<file path="src/rtl/updown_counter_mode.sv">
// Parametrised up/down/load counter with wrap, saturate, auto-reload and
// one-shot boundary modes, compare output and sticky boundary flags.
module updown_counter_mode #(
    parameter int WIDTH   = 8,
    parameter int MAX_VAL = 2**WIDTH-1,
    parameter int STEP_W  = 4
) (
    input  logic              clk,
    input  logic              rst,
    input  logic              en,
    input  logic              up,
    input  logic              load,
    input  logic [WIDTH-1:0]  loadin,
    input  logic [STEP_W-1:0] step,
    input  logic [1:0]        mode,
    input  logic              clr_flags,
    input  logic [WIDTH-1:0]  cmp_val,
    output logic [WIDTH-1:0]  y,
    output logic              tc,
    output logic              ovf,
    output logic              udf,
    output logic              done,
    output logic              match
);

    typedef enum logic [1:0] {
        M_WRAP   = 2'b00,
        M_SAT    = 2'b01,
        M_RELOAD = 2'b10,
        M_ONESHOT = 2'b11
    } mode_e;

    localparam logic [WIDTH:0]   MAXV = (WIDTH+1)'(MAX_VAL);
    localparam logic [WIDTH:0]   MODV = MAXV + 1'b1;
    localparam logic [WIDTH-1:0] MAXY = WIDTH'(MAX_VAL);

    mode_e            md;
    logic [WIDTH:0]   y_ext;
    logic [WIDTH:0]   step_ext;
    logic [WIDTH:0]   sum;
    logic [WIDTH-1:0] load_val;
    logic             counting;
    logic             up_evt;
    logic             dn_evt;

    logic [WIDTH-1:0] y_n;
    logic             tc_n;
    logic             ovf_n;
    logic             udf_n;
    logic             done_n;

    assign md       = mode_e'(mode);
    assign y_ext    = {1'b0, y};
    assign step_ext = (WIDTH+1)'(step);
    assign sum      = y_ext + step_ext;
    assign load_val = (loadin > MAXY) ? MAXY : loadin;
    assign counting = en && (step != '0) && !done;
    assign up_evt   = up && (sum > MAXV);
    assign dn_evt   = !up && (y_ext < step_ext);

    // Compare against the registered count, no extra latency.
    assign match = (y == cmp_val);

    // Next-state selection: load, then counting with boundary handling.
    always_comb begin
        y_n    = y;
        tc_n   = 1'b0;
        ovf_n  = ovf & ~clr_flags;
        udf_n  = udf & ~clr_flags;
        done_n = done;
        if (load) begin
            y_n    = load_val;
            done_n = 1'b0;
        end else if (counting) begin
            if (up_evt || dn_evt) begin
                tc_n  = 1'b1;
                ovf_n = ovf_n | up_evt;
                udf_n = udf_n | dn_evt;
                unique case (md)
                    M_WRAP: begin
                        if (up) y_n = WIDTH'(sum - MODV);
                        else    y_n = WIDTH'(y_ext + MODV - step_ext);
                    end
                    M_SAT: begin
                        y_n = up ? MAXY : '0;
                    end
                    M_RELOAD: begin
                        y_n = load_val;
                    end
                    M_ONESHOT: begin
                        y_n    = up ? MAXY : '0;
                        done_n = 1'b1;
                    end
                endcase
            end else begin
                if (up) y_n = WIDTH'(sum);
                else    y_n = WIDTH'(y_ext - step_ext);
            end
        end
    end

    // State register with synchronous active-high reset.
    always_ff @(posedge clk) begin
        if (rst) begin
            y    <= '0;
            tc   <= 1'b0;
            ovf  <= 1'b0;
            udf  <= 1'b0;
            done <= 1'b0;
        end else begin
            y    <= y_n;
            tc   <= tc_n;
            ovf  <= ovf_n;
            udf  <= udf_n;
            done <= done_n;
        end
    end

endmodule

</file>
<file path="config.mk">
export PLATFORM = sky130hd
export DESIGN_NAME = updown_counter_mode
export DESIGN_NICKNAME = d
export VERILOG_FILES = /design/src/rtl/updown_counter_mode.sv
export SDC_FILE = /design/constraint.sdc
export NUM_CORES = 1
export LEC_CHECK = 0
export CAP_MARGIN = 20
export CELL_PAD_IN_SITES_DETAIL_PLACEMENT = 0
export CELL_PAD_IN_SITES_GLOBAL_PLACEMENT = 2
export CORE_UTILIZATION = 25
export DETAILED_ROUTE_END_ITERATION = 12
export PLACE_DENSITY_LB_ADDON = 0.05
export SLEW_MARGIN = 20
export SYNTH_ARGS = -nofsm -noshare
export SYNTH_HDL_FRONTEND = slang
export SYNTH_SLANG_ARGS = --single-unit
</file>
<file path="constraint.sdc">
create_clock -name clk -period 3 [get_ports clk]
set_clock_uncertainty 0.05 [all_clocks]
set_input_delay 0.6 -clock clk [delete_from_list [all_inputs] [get_ports clk]]
set_output_delay 0.6 -clock clk [all_outputs]
set_load 0.005 [all_outputs]
</file>
==> reports/results.ini <==
[logic_synthesis]
ys_seq_elements = 12
synth_ff_type = dfxtp_1
synth_area_um2 = 1230
avgSynthCellArea_um2 = 7.687
syn-instance-count = 160
synth_edf_count = 0
synth.net_count = 198
ys_types = 46
yosys_warnings = 0
async_flop_share_pct = 0
seq_area_frac_synth_pct = 19.53

[grt]
grt-ovfl-total = 0
grt_pass1_wl_um = 6361
antenna_found_initial = 0
grt_pass1_vias = 1323
grt_usage_pct = 15.67
grt_max_degree = 14

[clock_tree]
cts_num_sinks = 12
path_clk_slew_ns = 0.05
numCtsBuffers = 3
clk_path_buf_depth = 2
ctsHoldBuffers = 0
cts_tree = yes
h-tree-depth = 1
clock_latency_ns = 0.24
clock-root-buffer = clkbuf_8

[setup_path]
path_max_fanout = 10
r2r-start = y[0]
crit_path_start_kind = primary input
worstPathArrival_ns = 2.91
worst-path-stages = 9
crit_chain = clkdlybuf4s50_1 -> inv_1 -> ha_1 -> nand2b_1 -> a221oi_1 -> nand4_1 -> and2_2 -> o221ai_1 -> o311a_1
timing.rr.end = y[7]
cp_slowest_cell = clkdlybuf4s50_1
ff2ff_path_depth = 10
required_ns = 3.14
crit_end = y[6]
crit_start = step[2]
crit_path_end_kind = register
path_delay_family = compound AO/OA/AOI/OAI gates
max_stage_delay_ns = 0.48
path_buf_inv = 2
critPathKind = in -> reg
r2r_slack_ns = 0.59

[sta]
tightest_slew_ns = 0.5715
slew_viol_final = 0
setup_viol = 0
hold_slack_ns = 0.4424
finalCriticalPeriod_ns = 2.773
slew_headroom_pct = 61.82
hold_violations = 0
rsz0062_at_grt = false
max_freq_mhz = 360.6
tns_ns = 0
period_share_pct = 92.43

[final_layout]
antenna_cells = 0
layout_common_cells = 40 x clkdlybuf4s50_1, 20 x a21oi_1, 14 x inv_1, 14 x buf_4, 13 x nor2_1
syn_to_final_growth_pct = 47.30
multi_input_area_um2 = 888.4
post-route-util_pct = 38.36
finalNonFillerCells = 273
drive_gt1_share_pct = 12.14
seqCellArea_um2 = 240.2
n_fill_cell = 520
final_nets = 246
layout_commonest_cell = clkdlybuf4s50_1

[power]
peakVddDrop_v = 0.0001722
leakage_nw = 0.6940
p_total_mw = 0.6144
powerDensity_nw_per_um2 = 339.1

[floorplan]
core_um2 = 4723
initial_core_util_pct = 26.04
die_h_um = 72.14
dieArea_um2 = 5204
rows = 25
ios = 41
die_w_um = 72.14

[drt]
drt_iter0_markers = 40
ant_nets = 0
vias = 1309
drc = 0
wire_per_inst_um = 13.96
first_pass_iters = 4
wl_um = 3811
avgViaCountPerCell = 4.795

[place]
gp_congestion = 0.8045
dpl.cell_count = 270
port_buffers = 40
hpwl_um = 3049

[worst_hold_path]
min_path_type = reg -> reg

[outcome]
status = finished, final reports clean

[run]
max-cap-violations = 0

-- registers in the layout, summed over array words and instances (netlist names) --
name / flops
udf: 1
done: 1
tc: 1
y: 8
ovf: 1
-- final cells by class --
| cell class | count | area share [%] |
|---|---|---|
| Multi-Input combinational cell | 123 | 49.03 |
| Timing Repair Buffer | 54 | 27.90 |
| Sequential cell | 12 | 13.26 |
| Tap cell | 67 | 4.627 |
| Inverter | 14 | 2.901 |
| Clock buffer | 3 | 2.279 |
-- metrics by stage --
stage / cell area, µm² / worst slack [ns]
2_1_floorplan: 1230 / 0.6165
3_3_place_gp: 1769 / 0.001838
3_5_place_dp: 1769 / -0.05901
4_1_cts: 1810 / 0.1833
5_1_grt: 1812 / 0.01295
6_report: 1812 / 0.2270
-- logic make-up (layout without fill, tap and decap cells) --
kind of cell               after synthesis  in the layout  share of synthesized area (%)
AOI/OAI and AO/OA                       53             53                          29.60
DFF                                     12             12                          19.53
xor gates and xnor gates                12             12                          8.545
buffers and inverters                   25             71                          8.342
and+or+nand+nor                         47             47                          21.77
muxes                                    1              1                         0.8139
adders and majority gates               10             10                          11.39
-- power breakdown --
group / leakage, nW / internal, mW / switching (mW)
Clock: 0.0216 / 0.0887 / 0.0621
Combinational: 0.573 / 0.147 / 0.114
Sequential: 0.0990 / 0.173 / 0.0302
Total: 0.694 / 0.409 / 0.206
-- cell usage after synthesis (all sizes together), types with 2 or more instances --
cell type  count  area, µm²
and2           2      12.51
o311a          3      30.03
nand2b         2      12.51
xnor2         10      87.58
o221ai         3      26.28
buf            4      23.77
fa             2      40.04
o21ai          8      43.79
o31ai          2      15.01
nand2          5      18.77
dfxtp         12      240.2
nand4          3      18.77
nor2b          5      31.28
nand3          4      20.02
a21oi         21      108.9
clkbuf         7      26.28
o22ai          2      12.51
xor2           2      17.52
nand3b         2      27.53
nor2          13      48.80
or3            2      17.52
nor3           4      20.02
inv           14      52.55
ha             8      100.1
o221a          2      22.52
o21a           5      37.54
-- worst min path at each step --
stage | slack (ns) | start | cells past startpoint | end
floorplan | 0.43 | udf | 2 | udf
global placement | 0.42 | udf | 2 | udf
detailed placement | 0.43 | udf | 2 | udf
CTS | 0.45 | udf | 2 | udf
global route | 0.48 | done | 1 | done
finish | 0.44 | udf | 2 | udf
-- metal layers --
metal	vias up	GRT usage, %	wire, µm
met4	0	6.100	74
met1	595	21.10	1846
met3	8	1.806	160
met2	40	25.55	1729
li1	666	-	-
met5	-	0	0
-- worst reg2reg max path: cells and delay by family, from the launching register on --
family,cells,cell delay (ns)
DFF,1,0.43
and+or+nand+nor,3,0.78
adders and majority gates,2,0.63
AOI/OAI and AO/OA,3,0.23
buffers and inverters,2,0.21
-- repair_timing --
action | 4_1_cts | 5_1_grt
buffers inserted | 0 | 0
resized for setup | 0 | 1
endpoints found under the setup margin | 0 | 4
(Power assumes the default switching activity.)
==> RTL change, RTL diff (config.mk and constraints unchanged) <==
Change the parameter `WIDTH` from 8 to 9.
--- a/src/rtl/updown_counter_mode.sv
+++ b/src/rtl/updown_counter_mode.sv
@@ -1,7 +1,7 @@
 // Parametrised up/down/load counter with wrap, saturate, auto-reload and
 // one-shot boundary modes, compare output and sticky boundary flags.
 module updown_counter_mode #(
-    parameter int WIDTH   = 8,
+    parameter int WIDTH   = 9,
     parameter int MAX_VAL = 2**WIDTH-1,
     parameter int STEP_W  = 4
 ) (
Interface: changed (resized cmp_val, loadin and y); port bits go from 41 to 44. No check against the original RTL was run, so the function may have changed too.
==> RTL change against the unedited design <==
  * Combinational power increased by 21%
  * Sequential cell count grew 1
  * Final area rose by 9.3%
  * Non-clock buffer count rose by 4
  * Die area increased by 10%
  * Wire length up 16%
  * Setup slack better by 0.042 ns
  * Total power grew 13%
  * Area after synthesis up 11%
  * Worst hold slack got worse by 0.042 ns
  * Sequential share of layout area is 0.11 points lower
==> RTL change: results <==
[status]
status = "finished clean"

[setup_path]
critPathMaxStageDelay_ns = 0.51
cp-startpoint = "step[3]"
r2r_cells = 9
critical-path-slowest-cell = "or4b_1"
crit_end = "y[5]"

[place]
io_buffers = 43
place_inst = 291
gp_congestion = 0.874
place_area_um2 = 1930

[yosys]
synth-adder-area-share_pct = 10.3
syn_nets = 216
syn_inst = 176
ys_top_cells_by_area = "dfxtp_1, xnor2_1, ha_1"
synthXorXnorAreaFrac_pct = 9.01

[cells_and_area]
drive_above_1_share_pct = 10.2
largest_reg_flops = 9
final_nets = 266

[route]
first_iter_violations = 58
m1WireLength_um = 2200
dr_wl_met3_um = 233
routed_wl_um = 4420
drt-vias-per-instance = 5.07

[global_routing]
grt_pass1_wl_um = 6890
grt_pass1_vias = 1398
met3_usage_pct = 1.85

[pwr]
ir_worst_vdd_mv = 0.205
power.leakage_nw = 0.748

[sta]
setup_ws_ns = 0.269
holdWs_ns = 0.401
[RTL change: cell count changes in the layout (fill, tap and decap cells not counted), sizes merged, moves of 3 or more]
cell	change
o21a	-3
nand2	+5
clkdlybuf4s50	+3
nor3	+3
inv	-4
[RTL change: layout make-up]
cell class / count / area share [%]
Sequential cell: 13 / 13.1
Clock buffer: 4 / 2.28
Multi-Input combinational cell: 140 / 50.2
Tap cell: 70 / 4.42
Timing Repair Buffer: 58 / 28.1
Inverter: 10 / 1.90
[RTL change: cells by family (layout without fill, tap and decap cells)]
kind of cell	after synthesis	in the layout
fa+ha+maj	10	10
xor+xnor	14	14
buf+inv	23	72
mux	1	1
simple gates	57	57
compound gates	58	58
flops	13	13
[RTL change: power by group]
group          internal [W]  total (W)  switching (W)
registers          0.000186   0.000215      0.0000284
clock network     0.0000941   0.000166      0.0000719
logic              0.000173   0.000316       0.000143
total              0.000453   0.000697       0.000243
